## config.mk

```make
export PLATFORM = sky130hd
export DESIGN_NAME = muldiv_unit
export DESIGN_NICKNAME = d
export VERILOG_FILES = /design/src/rtl/muldiv_unit.sv
export SDC_FILE = /design/constraint.sdc
export NUM_CORES = 1
export LEC_CHECK = 0
export BUFFER_PORTS_ARGS = -buffer_cell sky130_fd_sc_hd__clkbuf_2
export CORE_AREA = 4 4 209 160
export CTS_BUF_LIST = sky130_fd_sc_hd__clkbuf_8
export DETAILED_ROUTE_END_ITERATION = 6
export DIE_AREA = 0 0 213 164
export GPL_TIMING_DRIVEN = 1
export PLACE_DENSITY = 0.71
export SYNTH_ARGS = -nofsm -noshare
export SYNTH_HDL_FRONTEND = slang
export SYNTH_SLANG_ARGS = --single-unit
```

## constraint.sdc

```tcl
create_clock -name clk -period 12 [get_ports clk]
set_clock_uncertainty 0.2 [all_clocks]
set_input_delay 0.6 -clock clk [delete_from_list [all_inputs] [get_ports clk]]
set_output_delay 0.6 -clock clk [all_outputs]
set_load 0.03 [all_outputs]
```

## src/rtl/muldiv_unit.sv

```systemverilog
// Iterative multiply/divide unit with architectural HI/LO registers.
// Multiply is shift-add and divide is restoring, both on unsigned magnitudes,
// with one iteration per cycle followed by a single sign-fix cycle.
module muldiv_unit #(
   parameter int WIDTH = 32
) (
   input  logic             clk,
   input  logic             reset,
   input  logic             start,
   input  logic [2:0]       op,
   input  logic [WIDTH-1:0] srca,
   input  logic [WIDTH-1:0] srcb,
   input  logic             flush,
   input  logic             hilo_rd,
   output logic [WIDTH-1:0] hi,
   output logic [WIDTH-1:0] lo,
   output logic             busy,
   output logic             done,
   output logic             stall
);

   localparam int CW = $clog2(WIDTH);

   localparam logic [2:0] OP_MTHI = 3'b100;
   localparam logic [2:0] OP_MTLO = 3'b101;

   typedef enum logic [1:0] {IDLE, CALC, FIX} stateT;

   stateT             state, nextState;
   logic [CW-1:0]     counter;

   // Working register: upper half is the partial product / remainder,
   // lower half is the multiplier / dividend being shifted out.
   logic [2*WIDTH-1:0] work;
   logic [WIDTH-1:0]   operand;   // |multiplicand| or |divisor|
   logic [WIDTH-1:0]   rawA;      // srca as given, for divide by zero
   logic               divMode;
   logic               negRes;
   logic               negRem;
   logic               divZero;

   logic               acceptOp, arithStart, writeResult, signedOp;
   logic [WIDTH-1:0]   absA, absB;
   logic [WIDTH:0]     mulSum, divShift, divDiff;
   logic [2*WIDTH-1:0] prodFix;
   logic [WIDTH-1:0]   quotFix, remFix;

   assign acceptOp    = (state == IDLE) && start && !flush;
   assign arithStart  = acceptOp && !op[2];
   assign writeResult = (state == FIX) && !flush;
   assign signedOp    = !op[0];
   assign absA        = (signedOp && srca[WIDTH-1]) ? -srca : srca;
   assign absB        = (signedOp && srcb[WIDTH-1]) ? -srcb : srcb;

   assign busy  = (state != IDLE);
   assign stall = busy && (start || hilo_rd);

   // State register and iteration counter.
   always_ff @(posedge clk or posedge reset) begin
      if (reset) begin
         state   <= IDLE;
         counter <= '0;
         done    <= 1'b0;
      end else begin
         // NOTE: sequential state uses <= so every register samples pre-edge values.
         state   <= nextState;
         done    <= writeResult;
         if (arithStart)
            counter <= CW'(WIDTH - 1);
         else if (state == CALC)
            counter <= counter - 1'b1;
      end
   end

   // Next-state logic; flush drops any in-flight op back to IDLE.
   always_comb begin
      // NOTE: default first so no path through the case leaves nextState unassigned (no latch).
      nextState = state;
      case (state)
         IDLE:    if (arithStart) nextState = CALC;
         CALC:    if (flush) nextState = IDLE;
                  else if (counter == '0) nextState = FIX;
         FIX:     nextState = IDLE;
         default: nextState = IDLE;
      endcase
   end

   // One shift-add or restoring-subtract step, plus the sign-fixed results.
   always_comb begin
      mulSum   = {1'b0, work[2*WIDTH-1:WIDTH]} + (work[0] ? {1'b0, operand} : '0);
      divShift = work[2*WIDTH-1:WIDTH-1];
      divDiff  = divShift - {1'b0, operand};
      prodFix  = negRes ? -work : work;
      quotFix  = negRes ? -work[WIDTH-1:0] : work[WIDTH-1:0];
      remFix   = negRem ? -work[2*WIDTH-1:WIDTH] : work[2*WIDTH-1:WIDTH];
   end

   // Datapath registers: loaded on acceptance, iterated in CALC.
   // NOTE: no reset here; these are always loaded before use and are never visible outside.
   always_ff @(posedge clk) begin
      if (arithStart) begin
         work    <= {{WIDTH{1'b0}}, absA};
         operand <= absB;
         rawA    <= srca;
         divMode <= op[1];
         negRes  <= signedOp && (srca[WIDTH-1] ^ srcb[WIDTH-1]);
         negRem  <= signedOp && srca[WIDTH-1];
         divZero <= (srcb == '0);
      end else if (state == CALC) begin
         if (!divMode)
            work <= {mulSum, work[WIDTH-1:1]};
         else if (!divDiff[WIDTH])
            work <= {divDiff[WIDTH-1:0], work[WIDTH-2:0], 1'b1};
         else
            work <= {divShift[WIDTH-1:0], work[WIDTH-2:0], 1'b0};
      end
   end

   // Architectural HI/LO: MTHI/MTLO in IDLE, results on the FIX exit edge.
   always_ff @(posedge clk or posedge reset) begin
      if (reset) begin
         hi <= '0;
         lo <= '0;
      end else if (acceptOp && op == OP_MTHI) begin
         hi <= srca;
      end else if (acceptOp && op == OP_MTLO) begin
         lo <= srca;
      end else if (writeResult) begin
         if (!divMode) begin
            hi <= prodFix[2*WIDTH-1:WIDTH];
            lo <= prodFix[WIDTH-1:0];
         end else if (divZero) begin
            hi <= rawA;
            lo <= '1;
         end else begin
            hi <= remFix;
            lo <= quotFix;
         end
      end
   end

endmodule

```

# Yosys cells after proc, flatten, opt, wreduce, memory -nomap -nowiden

Index checks and enable logic that the tools add are counted.

Bits in registers: 204
Input bits: 72
Output and inout bits: 67
Word-level logic and storage cells: 79

Add/subtract/negate cells: 8
Eq/ne operators: 7
Mux-type cells: 25
Bitwise logic cells: 2
Reductions and logical operators: 24

Operator list:

| cell                  | count |
|---|---|
| $mux W32              | 16 |
| $mux W64              | 3 |
| $neg A32 Y32          | 4 |
| $neg A64 Y64          | 1 |
| $add A32 B32 Y33      | 1 |
| $sub A33 B32 Y33      | 1 |
| $logic_not A32 Y1     | 1 |
| $logic_and A1 B1 Y1   | 10 |
| $mux W5               | 2 |
| $reduce_bool A2 Y1    | 4 |
| $eq A3 B3 Y1 const B  | 2 |
| $mux W2               | 3 |
| $reduce_and A2 Y1     | 3 |
| $logic_not A5 Y1      | 1 |
| $sub A5 B1 Y5 const B | 1 |
| $ne A2 B2 Y1 const B  | 2 |
| $pmux W2 S2           | 1 |
| $logic_not A1 Y1      | 3 |
| $ne A3 B2 Y1 const B  | 1 |
| $eq A2 B1 Y1 const B  | 1 |
| $eq A2 B2 Y1 const B  | 1 |
| $logic_not A2 Y1      | 1 |
| $logic_or A1 B1 Y1    | 1 |
| $not A1 Y1            | 1 |
| $xor A1 B1 Y1         | 1 |

# Depth between registers and ports, before layout

Depth after elaboration: 7
Mapped depth: 15
Gate-level depth less buffers: 13

# Worst setup path after synthesis

OpenSTA, ideal clock, no wires.

Kind: flip-flop to flip-flop
Start point: register state[0]
End point: register work[31], data pin
Setup time: 360 ps
Arrival: 3905 ps
Data required time: 11440 ps
Path slack: 7535 ps
Stages on the path, launching flop included: 9
Path buffers: 3
Clock period less this slack: 4465 ps
Cell sequence: dfrtp_1 > or2_2 > nor3b_1 > nand2b_1 > clkbuf_1 > inv_1 > clkbuf_1 > buf_1 > o22ai_1

Longest elaborated chain between the ends: 5

Ends and longest elaborated chain:

| what                             | RTL line | text |
|---|---|---|
| from (decl)                      | 29       | `stateT state, nextState;` |
| from (signal assigned)           | 66       | `state <= nextState;` |
| $logic_not A2 Y1                 | 48       | `assign acceptOp = (state == IDLE) && start && !flush;` |
| $logic_and A1 B1 Y1 (2 in a row) | 48       |  |
| $logic_and A1 B1 Y1              | 49       | `assign arithStart = acceptOp && !op[2];` |
| net arithStart                   | 42       | `logic acceptOp, arithStart, writeResult, signedOp;` |
| $mux W32                         | 101      | `if (arithStart) begin` |
| to (signal assigned)             | 102      | `work <= {{WIDTH{1'b0}}, absA};` |
| to (signal assigned)             | 111      | `work <= {mulSum, work[WIDTH-1:1]};` |
| to (signal assigned)             | 113      | `work <= {divDiff[WIDTH-1:0], work[WIDTH-2:0], 1'b1};` |
| to (decl)                        | 34       | `logic [2*WIDTH-1:0] work;` |

The timed path passes the listed nets, and every way through them passes these cells.
A chain may end at the register's enable or synchronous reset.

# Worst setup path in the final report

Start point: register work[0]
End point: register work[57]

Longest elaborated chain between the ends: 3

Ends and longest elaborated chain:

| what             | RTL line | text |
|---|---|---|
| $mux W32         | 90       | `mulSum = {1'b0, work[2*WIDTH-1:WIDTH]} + (work[0] ? {1'b0, operand} : '0);` |
| $add A32 B32 Y33 | 90       |  |
| $mux W64         | 110      | `if (!divMode)` |

No other way between the ends.

==> impl_metrics.json <==
{
  "rows": 56,
  "cts_setup_buffers": 0,
  "rsz0062_at_grt": "no",
  "ant_nets": 0,
  "p_per_area_mw_per_mm2": 202,
  "synth_edf_count": 100,
  "dieArea_mm2": 0.0349,
  "via_count": 14600,
  "netlist_area_mm2": 0.0156,
  "antenna_found_initial": 0,
  "layout-drive-gt1-share_pct": 13.3,
  "yosysTopAreaCellShare_pct": 19.3,
  "dr.pass1.iters": 6,
  "hp-start": "op[1]",
  "via_per_inst": 6.22,
  "holdPathStages": 1,
  "multi_input_area_mm2": 0.00948,
  "synth_nets": 1958,
  "period_minus_slack_ns": 4.90,
  "final_common_cell": "nand2_1",
  "drc": 0,
  "grt_max_degree": 80,
  "syn_area_per_cell_um2": 8.57,
  "post_drt_wl_per_cell_um": 20.7,
  "p_leak_nw": 7.15,
  "die_width_um": 213,
  "die_h_um": 164,
  "worstReg2RegStart": "work[0]",
  "cts-root-buf": "clkbuf_8",
  "seqCellArea_mm2": 0.00545,
  "ys_async_sr_fraction_pct": 35.3,
  "maxSlewViolCount": 0,
  "cts_sinks": 204,
  "yosys_warnings": 0,
  "drt_iter0_drc": 1509,
  "cts_buffers": 38,
  "vdd_drop_max_mv": 0.122,
  "drv_cap": 0,
  "cts_max_level": 2,
  "grt_pass1_vias": 13800,
  "max-slew-margin-rel_pct": 17.7,
  "cts.clk_slew.worst_paths_ns": 0.07,
  "insertion_delay_ns": 0.57,
  "fin_cells": 2339,
  "hold_class": "in -> reg",
  "critPathKind": "reg -> reg",
  "end_kind": "flop",
  "overflow": 0,
  "cp_max_fo": 33,
  "timing.fmax_mhz": 204,
  "crit_path_start_kind": "flop",
  "syn2layout_area_growth_pct": 11.1,
  "grt_util_all_layers_pct": 27.4,
  "initial_core_util_pct": 49.9,
  "synthTopCellsByArea": "edfxtp_1 19%, dfrtp_1 12%, xnor2_1 6.9%, o21ai_0 6.0%, ha_1 5.6%",
  "port_buffers": 138,
  "io_pins": 139,
  "core_mm2": 0.0312,
  "tns_ns": 0,
  "synth-main-ff-cell": "edfxtp_1",
  "worstMarginPinSlew_ns": 1.23,
  "finalSetupViolCount": 0,
  "antenna_cells": 0,
  "ctsResizeCount": 0,
  "synth_cell_types": 87,
  "hpwl_um": 35000,
  "grt_pass1_wl_um": 77200,
  "gp_congestion": 0.946,
  "synth_area_leader_cell": "edfxtp_1",
  "cts_tree": "built",
  "nets": 2047,
  "ff2ff_path_depth": 13,
  "dpl_cell_area_mm2": 0.0165,
  "hold_buffers": 0,
  "cp.required_ns": 12.26,
  "stdcell_area_mm2": 0.0173,
  "synth-seq-cells": 204,
  "arrival_ns": 5.16,
  "hold_viol": 0,
  "status": "finished, final reports clean",
  "wirelength_um": 48400,
  "postSynthCellCount": 1814,
  "critPathLaunch": "work[0]",
  "synth-seq-area-share_pct": 35.0,
  "post-route-period-util_pct": 40.8,
  "fill_cells": 2875,
  "placedCellCount": 2269,
  "final_cell_mix": "208 x nand2_1, 187 x o21ai_0, 138 x clkbuf_2",
  "clockBufferDepth": 3
}
## metrics by stage
stage	util [%]	setup WS, ns	hold slack (ns)	total power, mW
CTS	55.4	7.21	0.00828	3.46
floorplan	-	7.54	0.289	2.30
finish	55.4	7.10	0.0467	3.48
global placement	52.9	7.32	0.303	2.72
detailed placement	52.9	7.21	0.292	2.74
global route	55.4	6.79	0.0269	3.71
## cell usage after synthesis (32+ instances only)
cell	instances
xor2_1	78
o31ai_1	33
xnor2_1	122
clkbuf_1	90
ha_1	70
nand2_1	208
o22ai_1	44
inv_1	64
dfxtp_1	32
a21oi_1	115
nand3_1	38
dfrtp_1	72
edfxtp_1	100
nor2_1	133
mux2i_1	52
o21ai_0	187
## area by class of cell
type	count	area share, %
sequential	204	31.5
inverter	64	1.41
clock buffer	44	3.51
tap	406	2.94
timing repair buffer	156	4.78
multi-input combinational	1439	54.9
clock inverter	26	0.985
## final timing paths
check | endpoint | slack [ns]
hold reg to reg | hi[7] | 0.32
hold / removal | divMode | 0.05
setup / recovery | work[57] | 7.10
max in group asynchronous | hi[3] | 10.78
min in group asynchronous | counter[0] | 0.13
setup reg to reg | work[57] | 7.10
## kinds of logic after synthesis
group	after synthesis	synth area share, %
AOI/OAI and AO/OA	561	22.7
xor gates and xnor gates	201	11.4
adders and majority gates	72	5.89
buffers and inverters	171	4.21
DFF	204	35.0
muxes	62	4.07
and+or+nand+nor	543	16.8
## power by group
group / internal (mW) / switching [mW] / leakage, nW / total [mW]
clock: 0.381 / 0.329 / 0.458 / 0.710
combinational: 0.674 / 0.989 / 4.61 / 1.66
sequential: 0.871 / 0.241 / 2.09 / 1.11
total: 1.93 / 1.56 / 7.15 / 3.48
## worst max-delay path: stages (launching register included)
cell and delay (ns):
edfxtp_1 0.46, inv_1 0.83, nor2_1 0.21, fa_1 0.48, a21o_1 0.22, a221oi_2 0.55
o311ai_0 0.21, o21ai_1 0.31, o21ai_1 0.19, o2bb2ai_1 0.23, a311oi_1 0.34, xor2_1 0.18
o22ai_1 0.09, a221o_1 0.27
## flip-flops by register name (all words and copies together) (netlist names), 2 cells and up
register / flops
counter: 5
hi: 32
lo: 32
operand: 32
rawA: 32
state: 2
work: 64
## layer usage
| metal | part of all wire, % | GRT usage (%) |
|---|---|---|
| met4 | 1.7 | 6.23 |
| met2 | 43 | 41.1 |
| met5 | 0 | 0 |
| met3 | 9.5 | 4.81 |
| met1 | 46 | 41.4 |
Note: power is estimated with default switching activity, not from simulation.
